<file path="src/rtl/ex_stage_exmem.sv">
// EX stage (ALU, RegDst mux, branch adder, iterative multiplier) feeding the EX/MEM register.
// Latency: 1 cycle for ALU ops; a multiply spends DW+2 cycles in EX, with stall high for DW+1 of them.
// Backpressure: combinational stall holds ID/EX while a multiply runs; flush squashes EX and drops stall.
module ex_stage_exmem #(
    parameter int         DW        = 32,
    parameter logic [5:0] MUL_FUNCT = 6'h18
) (
    input  logic          clk,
    input  logic          rst,
    input  logic          flush,
    input  logic          regwr,
    input  logic          memreg,
    input  logic          memwr,
    input  logic          memrd,
    input  logic          br,
    input  logic          aluop1,
    input  logic          aluop2,
    input  logic          alusrc,
    input  logic          regdst,
    input  logic [DW-1:0] npc,
    input  logic [DW-1:0] reg1,
    input  logic [DW-1:0] reg2,
    input  logic [DW-1:0] signext,
    input  logic [4:0]    inst2016,
    input  logic [4:0]    inst1511,
    output logic          stall,
    output logic          regwro,
    output logic          memrego,
    output logic          memwro,
    output logic          memrdo,
    output logic          bro,
    output logic          zeroo,
    output logic [DW-1:0] brtargeto,
    output logic [DW-1:0] aluresulto,
    output logic [DW-1:0] reg2o,
    output logic [4:0]    wrego
);
    localparam int CW = (DW > 1) ? $clog2(DW) : 1;

    typedef enum logic [1:0] {IDLE, MUL, DONE} state_t;

    state_t        state;
    logic [DW-1:0] mcand;
    logic [DW-1:0] mplier;
    logic [DW-1:0] acc;
    logic [CW-1:0] cnt;

    logic [5:0]    funct;
    logic [DW-1:0] opb;
    logic [DW-1:0] alu_res;
    logic [DW-1:0] res_sel;
    logic          is_mul;
    logic          load;

    assign funct  = signext[5:0];
    assign opb    = alusrc ? signext : reg2;
    assign is_mul = aluop1 & ~aluop2 & (funct == MUL_FUNCT);

    always_comb begin
        alu_res = '0;
        case ({aluop1, aluop2})
            2'b00:   alu_res = reg1 + opb;
            2'b01:   alu_res = reg1 - opb;
            default: begin
                case (funct)
                    6'h20:   alu_res = reg1 + opb;
                    6'h22:   alu_res = reg1 - opb;
                    6'h24:   alu_res = reg1 & opb;
                    6'h25:   alu_res = reg1 | opb;
                    6'h2A:   alu_res = {{(DW-1){1'b0}}, ($signed(reg1) < $signed(opb))};
                    default: alu_res = '0;
                endcase
            end
        endcase
    end

    // Reset also forces stall low so upstream is never held while the pipe is cleared.
    assign stall = rst & ~flush & (((state == IDLE) & is_mul) | (state == MUL));

    // EX/MEM takes a real instruction only for a single-cycle op or a finished product.
    assign load    = ~flush & (((state == IDLE) & ~is_mul) | (state == DONE));
    assign res_sel = (state == DONE) ? acc : alu_res;

    always_ff @(posedge clk or negedge rst) begin
        if (!rst) begin
            state      <= IDLE;
            mcand      <= '0;
            mplier     <= '0;
            acc        <= '0;
            cnt        <= '0;
            regwro     <= 1'b0;
            memrego    <= 1'b0;
            memwro     <= 1'b0;
            memrdo     <= 1'b0;
            bro        <= 1'b0;
            zeroo      <= 1'b0;
            brtargeto  <= '0;
            aluresulto <= '0;
            reg2o      <= '0;
            wrego      <= '0;
        end else begin
            regwro  <= load & regwr;
            memrego <= load & memreg;
            memwro  <= load & memwr;
            memrdo  <= load & memrd;
            bro     <= load & br;
            if (load) begin
                zeroo      <= (res_sel == '0);
                aluresulto <= res_sel;
                brtargeto  <= npc + (signext << 2);
                reg2o      <= reg2;
                wrego      <= regdst ? inst1511 : inst2016;
            end

            if (flush) begin
                state <= IDLE;
            end else begin
                case (state)
                    IDLE: begin
                        if (is_mul) begin
                            mcand  <= reg1;
                            mplier <= reg2;
                            acc    <= '0;
                            cnt    <= '0;
                            state  <= MUL;
                        end
                    end
                    MUL: begin
                        acc    <= acc + (mplier[0] ? mcand : '0);
                        mcand  <= mcand << 1;
                        mplier <= mplier >> 1;
                        cnt    <= cnt + 1'b1;
                        if (cnt == CW'(DW - 1))
                            state <= DONE;
                    end
                    DONE:    state <= IDLE;
                    default: state <= IDLE;
                endcase
            end
        end
    end
endmodule

</file>
<file path="config.mk">
export PLATFORM = sky130hd
export DESIGN_NAME = ex_stage_exmem
export DESIGN_NICKNAME = d
export VERILOG_FILES = /design/src/rtl/ex_stage_exmem.sv
export SDC_FILE = /design/constraint.sdc
export NUM_CORES = 1
export LEC_CHECK = 0
export CAP_MARGIN = 20
export CORE_MARGIN = 5
export CORE_UTILIZATION = 50
export DETAILED_ROUTE_END_ITERATION = 12
export PLACE_DENSITY = 0.79
export SLEW_MARGIN = 10
export SYNTH_ARGS = -nofsm -noshare
export SYNTH_HDL_FRONTEND = slang
export SYNTH_SLANG_ARGS = --single-unit
export TNS_END_PERCENT = 30
</file>
<file path="constraint.sdc">
create_clock -name clk -period 3.5 [get_ports clk]
set_input_delay 0.7 -clock clk [delete_from_list [all_inputs] [get_ports clk]]
set_output_delay 0.7 -clock clk [all_outputs]
set_load 0.1 [all_outputs]
</file>
; Word-level counts from Yosys, hierarchy flattened
; Cells that the tools add are included.
[classes]
eq_ne = 13
n_bitwise = 19
n_reduce_logical = 6
addsub = 5
magnitude_cmp = 1
n_mux = 18
[op_table]
columns = op, n
row1 = case mux 32 bit (2 select lines), 4
row2 = two-way mux 32 bit, 6
row3 = case mux 32 bit (5 select lines), 1
row4 = adder 32 bit, 3
row5 = AND 32 bit, 1
row6 = zero test 32 bit, 1
row7 = < comparator 32 bit, 1
row8 = bitwise OR 32 bit, 1
row9 = subtractor 32 bit, 1
row10 = "== test 6 bit, second input constant", 5
row11 = AND 1 bit, 12
row12 = two-way mux 5 bit, 2
row13 = case mux 5 bit (2 select lines), 1
row14 = "== test 6 x 5 -> 1 bit, second input constant", 1
row15 = two-way mux 2 bit, 3
row16 = "adder 5 x 1 -> 5 bit, second input constant", 1
row17 = "== test 5 bit, second input constant", 1
row18 = "== test 2 x 1 -> 1 bit, second input constant", 2
row19 = zero test 2 bit, 2
row20 = case mux 2 bit (2 select lines), 1
row21 = "inequality test 3 x 2 -> 1 bit, second input constant", 1
row22 = "inequality test 3 bit, second input constant", 1
row23 = inverter 1 bit, 3
row24 = AND reduction 3 bit, 1
row25 = 5 further kinds, 6
[totals]
input_bits = 150
regBits = 210
word_cells = 77
out_inout_bits = 108

; Depth between registers and ports, before layout
[logic_depth]
depth_word = 8
mapped_depth = 18
mapped_depth_nobuf = 16

; Least setup slack after synthesis
; Ideal clock, no wire load.
[synth_path]
path_type = input to register
start = input alusrc
end = register zeroo
t_required_ns = 3.408
setup_slack_ns = -1.368
t_arrival_ns = 4.776
path_stages = 16
cell_sequence = clkbuf_1 > buf_1 > mux2i_1 > ha_1 > buf_2 > or2_2 > a311oi_1 > o211ai_1 > a31oi_1 > o21bai_1 > a21oi_1 > mux2_2 > o32a_1 > nor4_2 > nand4_1 > o31ai_2
[synth_via]
elab_chain_cells = 6
word_cells_on_any_way = 10
[synth_lines]
columns = item, line_no
row1 = from (decl), 18  ; input logic alusrc,
row2 = two-way mux 32 bit *, 56  ; assign opb = alusrc ? signext : reg2;
row3 = subtractor 32 bit (tied with other cells), "63, 67"
row4 = case mux 32 bit (5 select lines), 65  ; case (funct)
row5 = case mux 32 bit (2 select lines) *, 61  ; case ({aluop1, aluop2})
row6 = two-way mux 32 bit *, 82  ; assign res_sel = (state == DONE) ? acc : alu_res;
row7 = zero test 32 bit *, 108  ; zeroo <= (res_sel == '0);
row8 = to (signal assigned), 108
row9 = to (decl), 32  ; output logic zeroo,
; Every way passes the cells marked *; elsewhere a longest branch is shown, timed or not.
; A chain may end at the register's enable or synchronous reset.

; Worst setup path in the final report
; Ends and elaborated chain as after synthesis.

==> run metrics <==
fmax=0.245 GHz; drt pass-1 iters=6; Critical Path Fanout Max=8; Die H=196 um; io pins=258; setup violators final=12; WP data arrival=4.54 ns; Synth area leader=dfrtp_1; Die Area=38300 um2; CTS max path bufs=3; slowest stage delay, CP=0.48 ns; Max Clock Skew=0.0144 ns; Setup WS pre-CTS=-1.36 ns; Placed Cells=3255; GR Util All Layers=38.4%; core area=34300 um2; slowest CP cell=a2111o_1; fraction of layout cells with a size suffix above 1=30.0%; CP Cell Sequence=buf_12 > buf_12 > buf_6 > mux2i_2 > buf_4 > inv_2 > ha_4 > buf_4 > a2111o_1 > and2_1 > buf_4 > xor2_1 > a221oi_2 > buf_4 > a21o_1 > o221a_2 > nand4_1 > nor4_2 > nand4_1 > o31ai_2; drt drc=0; #FFs+latches synth=210; most used cell along the critical path=buf_4; grt total ovfl=0; max-slew violation count=0; fin util=77.4%; Synth Instances=2145; setup TNS=-1.92 ns; Final min period=4.08 ns; Post-DP HPWL=57900 um; Slew @ Worst Pin=1.03 ns; Distinct cells, synth=82; CP Launch Type=input port; drt total wl=78000 um; post-synth top area share=30.4%; failing checks=setup timing; status=finished with violations; syn nets=2457; RSZ-0062 raised after global routing=true; CTS Buf Count=24; most frequent cells in the layout=buf_4 (573), nand2_1 (421), dfrtp_1 (210); vias in the first global route=21000; Setup Crit Path Kind=input port to flip-flop; initial antenna violation count=1; synth warn=0; DIE WIDTH=196 um; top cells by area, synth=dfrtp_1 (30%), ha_1 (11%), nand2_1 (9.2%); H-tree depth=1; CTS Root Cell=clkbuf_16; DR vias/cell=6.13; Final period util=117%; first-pass GRT wire length=118000 um; PortBufs=257; Fin. Hold Viols=0; 1st-iter DRT viols=1787; Routed wire per std cell=23.3 um; Peak supply drop=0.000541 V; sequential area share after synthesis=30.4%; Filler Cells Inserted=2373; post-synthesis cell area=17300 um2; most common cell after layout, fill and taps aside=buf_4; largest net degree at the start of global routing=144; leakage=12.9 nW; PD cells=417 nW/um2; fin nets=3191; Hold Path Class=flip-flop to flip-flop; CP Capture Type=flip-flop; slew margin rel.=31.1%; Rows=68; Worst EP required=3.96 ns; Avg Cell Area, Syn=8.05 um2; routability cong.=1.02; worst skew pair latency=0.55 ns; max cap viols=0; Area Overhead vs Synth=53.7%; top_reg_cell synth=dfrtp_1; number of flops mapped to enable cells by yosys=0; post-route ant nets=0; final std cells w/o fill=3353; CTS tree=built; Final Worst Setup Slack=-0.580 ns; starting density of the core=50.4%; Post-synth ARST share=100%; routed via count=20600; CTS clock-pin slew for the worst setup and hold paths=0.06 ns; clk sink count=210
## cell usage after synthesis, types with 18 or more instances
| library cell | number |
|---|---|
| and3_1 | 18 |
| and2_1 | 41 |
| xor2_1 | 31 |
| nand3_1 | 32 |
| a22oi_1 | 64 |
| o31ai_1 | 21 |
| clkbuf_1 | 100 |
| a21oi_1 | 110 |
| dfrtp_1 | 210 |
| a21o_1 | 43 |
| o21ai_0 | 142 |
| nor2b_1 | 18 |
| nor3_1 | 34 |
| nor2_1 | 108 |
| nand2b_1 | 23 |
| a31oi_1 | 26 |
| nand2_1 | 424 |
| inv_1 | 113 |
| o211ai_1 | 24 |
| ha_1 | 158 |
| o22ai_1 | 22 |
| xnor2_1 | 46 |
| mux2i_1 | 44 |
## power breakdown
group | leakage [nW] | switching, mW | internal, mW
registers | 2.71 | 0.217 | 2.70
clock network | 0.415 | 1.09 | 1.71
logic | 9.80 | 3.34 | 2.00
total | 12.9 | 4.65 | 6.41
## final timing paths
| kind | start | end | slack, ns | cells after the start |
|---|---|---|---|---|
| worst max-delay path | alusrc | zeroo | -0.58 | 20 |
| worst min-delay path | reg2o[16] | reg2o[16] | 0.47 | 2 |
| worst max register to register | mplier[0] | acc[31] | 0.03 | 17 |
| worst min register to register | reg2o[16] | reg2o[16] | 0.47 | 2 |
| max in group asynchronous | rst | reg2o[0] | 1.88 | 3 |
| min in group asynchronous | rst | mcand[26] | 0.54 | 2 |
## critical path: cells and delay by family
kind | cells | cell delay (ns)
simple gates | 4 | 0.92
compound gates | 5 | 1.23
xor+xnor | 1 | 0.14
mux | 1 | 0.28
fa+ha+maj | 1 | 0.17
buf+inv | 8 | 1.09
## logic make-up after synthesis
logic type / Yosys count / synth area share, %
DFF: 210 / 30.4
and+or+nand+nor: 780 / 20.4
adders and majority gates: 162 / 11.9
xor gates and xnor gates: 77 / 3.91
muxes: 53 / 3.14
buffers and inverters: 230 / 5.07
AOI/OAI and AO/OA: 633 / 25.1
## stage by stage
step	power (mW)	area (um2)	hold WS, ns
after floorplan	5.82	17500	0.404
after global routing	11.5	26500	0.499
final	11.1	26500	0.474
after CTS	10.9	26100	0.476
after detailed placement	7.82	24000	0.461
after global placement	7.73	24000	0.456
## cell type report
type / count / area (um2) / share of cell area, %
Inverter: 113 / 427 / 1.61
Timing Repair Buffer: 825 / 7040 / 26.5
Clock buffer: 35 / 713 / 2.69
Clock inverter: 9 / 153 / 0.575
Multi-Input combinational cell: 1705 / 12400 / 46.7
Sequential cell: 210 / 5260 / 19.8
Tap cell: 455 / 569 / 2.15
Antenna cell: 1 / 2.50 / 0.00943
## metal layers
metal | wire length, um | GRT usage, % | vias to the layer above
li1 | - | - | 9154
met1 | 28700 | 45.2 | 9952
met2 | 37600 | 66.3 | 1120
met3 | 5390 | 5.44 | 328
met4 | 6300 | 23.0 | 0
met5 | 0 | 0 | -
## state kept, by name, summed over array words and instances, names as in the netlist, 2 cells and up
name,cells
acc,32
aluresulto,32
brtargeto,32
mcand,32
mplier,32
reg2o,32
cnt,5
wrego,5
state,2
## what timing repair did
action	in CTS	in global routing
pin swaps	71	30
hold buffers	1	0
buffers inserted	38	13
endpoints found under the hold margin	6	0
cloned	2	0
resized for setup	218	55
endpoints found under the setup margin	40	25
(Power assumes the default switching activity.)
